**config.mk**
```make
export PLATFORM = sky130hd
export DESIGN_NAME = if_stage_ctrl
export DESIGN_NICKNAME = d
export VERILOG_FILES = /design/src/rtl/if_stage_ctrl_pkg.sv /design/src/rtl/if_stage_ctrl_if_id_buffer.sv /design/src/rtl/if_stage_ctrl.sv
export SDC_FILE = /design/constraint.sdc
export NUM_CORES = 1
export LEC_CHECK = 0
export CORE_UTILIZATION = 25
export DETAILED_ROUTE_END_ITERATION = 12
export PLACE_DENSITY_LB_ADDON = 0.3
export REMOVE_ABC_BUFFERS = 1
export SLEW_MARGIN = 10
export SYNTH_ARGS = -nofsm -noshare
export SYNTH_HDL_FRONTEND = slang
export SYNTH_HIERARCHICAL = 1
export SYNTH_SLANG_ARGS = --single-unit
```
**constraint.sdc**
```tcl
create_clock -name clk -period 6.8 [get_ports clk]
set_input_delay 1.36 -clock clk [delete_from_list [all_inputs] [get_ports clk]]
set_output_delay 1.36 -clock clk [all_outputs]
set_load 0.005 [all_outputs]
```
**src/rtl/if_stage_ctrl_pkg.sv**
```systemverilog
// Shared fetch-pipeline constants, state encodings and bundle types.
// Imported by the IF stage controller and its IF/ID holding buffer.
package if_stage_ctrl_pkg;

    localparam int XLEN = 64;
    localparam int ILEN = 32;

    localparam logic [XLEN-1:0] PC_INC = 64'd4;

    localparam logic [1:0] ST_FETCH = 2'd0;
    localparam logic [1:0] ST_HOLD  = 2'd1;
    localparam logic [1:0] ST_DRAIN = 2'd2;

    typedef struct packed {
        logic [ILEN-1:0] instr;
        logic [XLEN-1:0] pc;
    } fetch_word_t;

    function automatic logic [XLEN-1:0] pc_next(input logic [XLEN-1:0] pc);
        return pc + PC_INC;
    endfunction

endpackage

```
**src/rtl/if_stage_ctrl_if_id_buffer.sv**
```systemverilog
// One-entry holding register for a fetched word and its PC while
// decode is stalled.
module if_id_buffer
    import if_stage_ctrl_pkg::*;
(
    input  logic            clk,
    input  logic            Reset,
    input  logic            load,
    input  logic            clear,
    input  logic [ILEN-1:0] word_in,
    input  logic [XLEN-1:0] pc_in,
    output logic            valid,
    output logic [ILEN-1:0] word,
    output logic [XLEN-1:0] pc
);

    always_ff @(posedge clk or posedge Reset) begin
        if (Reset) begin
            valid <= 1'b0;
            word  <= '0;
            pc    <= '0;
        end else if (clear) begin
            valid <= 1'b0;
        end else if (load) begin
            valid <= 1'b1;
            word  <= word_in;
            pc    <= pc_in;
        end
    end

endmodule

```
**src/rtl/if_stage_ctrl.sv**
```systemverilog
// Instruction-fetch control: drives the PC register, the instruction
// memory request and the IF/ID pipeline register.
module if_stage_ctrl
    import if_stage_ctrl_pkg::*;
(
    input  logic            clk,
    input  logic            Reset,
    input  logic [XLEN-1:0] PC,
    output logic [XLEN-1:0] NextPC,
    output logic            PCStall,
    input  logic            BranchTaken,
    input  logic [XLEN-1:0] BranchTarget,
    input  logic            IdStall,
    output logic            IMemReq,
    output logic [XLEN-1:0] IMemAddr,
    input  logic            IMemReady,
    input  logic [ILEN-1:0] IMemData,
    output logic            IfIdValid,
    output logic [ILEN-1:0] IfIdInstr,
    output logic [XLEN-1:0] IfIdPC
);

    logic [1:0]      state;
    logic [1:0]      state_nx;
    logic [XLEN-1:0] req_addr;
    fetch_word_t     ifid;
    logic            ifid_v;

    logic            in_fetch;
    logic            in_hold;
    logic            in_drain;
    logic            take_fetch;
    logic            take_hold;
    logic            park;

    logic            buf_v;
    logic [ILEN-1:0] buf_word;
    logic [XLEN-1:0] buf_pc;

    assign in_fetch = (state == ST_FETCH);
    assign in_hold  = (state == ST_HOLD);
    assign in_drain = (state == ST_DRAIN);

    assign take_fetch = in_fetch & IMemReady & ~BranchTaken & ~IdStall;
    assign park       = in_fetch & IMemReady & ~BranchTaken & IdStall;
    assign take_hold  = in_hold & buf_v & ~BranchTaken & ~IdStall;

    if_id_buffer u_buf (
        .clk     (clk),
        .Reset   (Reset),
        .load    (park),
        .clear   (BranchTaken | take_hold),
        .word_in (IMemData),
        .pc_in   (PC),
        .valid   (buf_v),
        .word    (buf_word),
        .pc      (buf_pc)
    );

    always_comb begin
        NextPC   = pc_next(PC);
        PCStall  = 1'b1;
        IMemReq  = 1'b0;
        IMemAddr = PC;
        state_nx = state;
        unique case (1'b1)
            in_fetch: begin
                IMemReq = 1'b1;
                PCStall = ~take_fetch;
                if (park)
                    state_nx = ST_HOLD;
            end
            in_hold: begin
                NextPC  = pc_next(buf_pc);
                PCStall = ~take_hold;
                if (take_hold)
                    state_nx = ST_FETCH;
            end
            in_drain: begin
                IMemReq  = 1'b1;
                IMemAddr = req_addr;
                NextPC   = PC;
                if (IMemReady)
                    state_nx = ST_FETCH;
            end
            default: state_nx = ST_FETCH;
        endcase
        // A redirect wins, but an unanswered request must still be drained.
        if (BranchTaken) begin
            NextPC  = BranchTarget;
            PCStall = 1'b0;
            if (in_fetch)
                state_nx = IMemReady ? ST_FETCH : ST_DRAIN;
            if (in_hold)
                state_nx = ST_FETCH;
        end
    end

    always_ff @(posedge clk or posedge Reset) begin
        if (Reset) begin
            state    <= ST_FETCH;
            req_addr <= '0;
        end else begin
            state <= state_nx;
            if (in_fetch)
                req_addr <= PC;
        end
    end

    always_ff @(posedge clk or posedge Reset) begin
        if (Reset) begin
            ifid_v <= 1'b0;
            ifid   <= '0;
        end else if (BranchTaken) begin
            ifid_v <= 1'b0;
        end else if (take_fetch) begin
            ifid_v <= 1'b1;
            ifid   <= '{instr: IMemData, pc: PC};
        end else if (take_hold) begin
            ifid_v <= 1'b1;
            ifid   <= '{instr: buf_word, pc: buf_pc};
        end
    end

    assign IfIdValid = ifid_v;
    assign IfIdInstr = ifid.instr;
    assign IfIdPC    = ifid.pc;

endmodule

```
==> flow_summary.toml <==
[run_status]
status = "complete, no violations"

[detailed_routing]
wl_per_cell_um = 22.3
dr.pass1.iters = 5
ant_nets = 0
drtIter0Drc = 783
vias_per_cell = 4.93
drc = 0
vias = 13700
wirelength_mm = 61.8

[grt]
overflow = 0
grt_pass1_wl_mm = 91.5
grt.busiest_layer = "met2"
grt_use_total_pct = 18.9
grt_max_degree = 98
grt_pass1_vias = 13800
use_met2_pct = 30.3
grt_use_met3_pct = 5.02
grt_antenna_before_repair = 3
grt_util_met1_pct = 25.1

[logic_synthesis]
seq_area_frac_synth_pct = 41.0
yosysTopAreaCellShare_pct = 41.0
async_reset_ff_share_pct = 100
yosysWarnings = 6
syn_avg_cell_area_um2 = 10.3
synth.distinct_cells = 70
synth_top_cell_by_area = "dfrtp_1"
ys_ff_latch = 260
synth_area_leaders = "dfrtp_1, mux2_2, mux2i_1"
mappedNetlistArea_mm2 = 0.0159
netlist_instances = 1540
synth_edf_count = 0
synth_ff_type = "dfrtp_1"

[floorplan]
die_area_mm2 = 0.0644
die_w_um = 254
start_util_pct = 25.5
die_h_um = 254
ioPinCount = 392
rows = 91
coreArea_mm2 = 0.0622

[timing]
skew_ps = 12.8
fin_crit_ps = 6530
fin_crit_sh_pct = 96.0
slew_headroom_pct = 24.4
setup_viol = 0
rsz0062_at_grt = "no"
hold_viol = 0
max_freq_ghz = 0.153
worst_slack_ps = 273
final_max_slew_viol_count = 0
worst_slew_pin_slew_ps = 1130

[pwr]
ir_worst_vdd_mv = 0.160
power_leakage_nw = 8.14
power_mw = 6.22
power_density_mw_per_mm2 = 284

[setup_path]
slowest_stage = "a221oi_1"
path_class = "reg -> out"
path_max_fanout = 66
cp_cell_sequence = "inv_1 > ha_4 > buf_12 > nand4_1 > a221oi_1 > nand2_1 > nor4_2 > xnor2_1 > o221ai_1 > clkdlybuf4s50_1"
max_stage_delay_ps = 980
cp-start-kind = "flip-flop"
critPathArrivalTime_ps = 5170
end_kind = "output port"
crit_required_ps = 5440

[placement]
pre_cts_ws_ps = 306
io_buffers = 391
gp_congestion = 0.803
dpl.hpwl_mm = 43.5
dpl.cell_count = 2715

[cts]
clk_latency_ps = 540
clock_sinks = 260
cts_max_level = 2
hold_buffers = 0
path_clk_slew_ps = 60
cts-resized-gates = 0
cts_buffer_depth = 3
clock-root-buffer = "clkbuf_16"
cts_setup_buffers = 0
cts_tree = "done"
cts_buffers = 36

[cells_and_area]
layout_common_cells = "clkdlybuf4s50_1, dfrtp_1, nand2_1"
layoutNonFillerInstCount = 2777
nets = 2086
fin_util_pct = 35.2
drive_gt1_share_pct = 19.8
area_growth_pct = 38.1
layout_commonest_cell = "clkdlybuf4s50_1"
fill_cells = 6345
antenna_cells = 0

[flow_run]
drv_cap = 0

[hold_path]
hp-class = "reg -> reg"
## layout make-up
cell class / instances / area [µm²] / area share, %
Clock buffer: 50 / 1010 / 4.63
Multi-Input combinational cell: 1153 / 8750 / 40.0
Clock inverter: 12 / 123 / 0.560
Timing Repair Buffer: 450 / 4390 / 20.1
Sequential cell: 260 / 6510 / 29.7
Inverter: 15 / 66.3 / 0.303
Tap cell: 837 / 1050 / 4.78
## flip-flops by register name, summed over array words and instances (netlist names)
signal,cells
IfIdInstr,32
IfIdPC,64
IfIdValid,1
req_addr,64
state,2
u_buf/pc,64
u_buf/valid,1
u_buf/word,32
## per-stage QoR
step	area [µm²]	hold WS [ps]	TNS (ps)
floorplan	15300	460	-782870
global placement	20800	477	0
detailed placement	20800	489	0
CTS	21900	502	0
global route	21900	509	0
finish	21900	493	0
## logic make-up (layout without fill, tap and decap cells)
family	after synthesis	after routing	share of synthesized area, %
buffers and inverters	127	527	4.10
XOR/XNOR	56	56	3.09
AO/OA/AOI/OAI	283	283	11.8
adder cells (fa/ha/maj)	5	5	0.395
AND/OR/NAND/NOR	441	441	13.6
multiplexers	368	368	26.0
flip-flops	260	260	41.0
## power by group
group | internal [mW] | switching (mW) | total (mW) | leakage, nW
Combinational | 1.17 | 0.837 | 2.00 | 4.42
Sequential | 1.99 | 0.365 | 2.35 | 3.17
Clock | 1.12 | 0.741 | 1.86 | 0.556
## critical path, delay by kind of cell, from the launching register on
kind,cells,cell delay (ps)
flip-flops,1,420
adder cells (fa/ha/maj),1,680
XOR/XNOR,1,190
AO/OA/AOI/OAI,2,1210
buffers and inverters,3,1130
AND/OR/NAND/NOR,3,950
## per-layer routing
metal  vias to the layer above  share of wire [%]
li1                       6378                  -
met1                      6814                 44
met2                       429                 46
met3                        75                7.4
met4                         4                1.9
met5                         -              0.042
## final timing paths
check                           from       endpoint  slack [ps]  depth (start not counted)
min in group asynchronous      Reset  IfIdInstr[13]        1380                          2
max in group asynchronous      Reset   u_buf/pc[62]        3970                          3
min                        IfIdValid      IfIdValid         490                          1
max                         state[1]     NextPC[44]         270                         10
max reg2reg                 state[1]   u_buf/pc[18]        3490                          7
min reg2reg                IfIdValid      IfIdValid         490                          1
## Yosys cell counts (10+ instances only)
master      n
nand3_1    47
mux2_4     40
inv_1      14
mux2i_1   133
mux2_2    195
dfrtp_1   260
nand4_1    24
nand3b_1   24
o221ai_1   36
nand4b_1   10
xor2_1     37
xnor2_1    19
a21oi_1    28
nand2_1   243
nor4_1     11
nor2_1     26
buf_2      25
a22oi_1    13
nor3_1     18
clkbuf_1   64
o21ai_0   135
(Power assumes the default switching activity.)
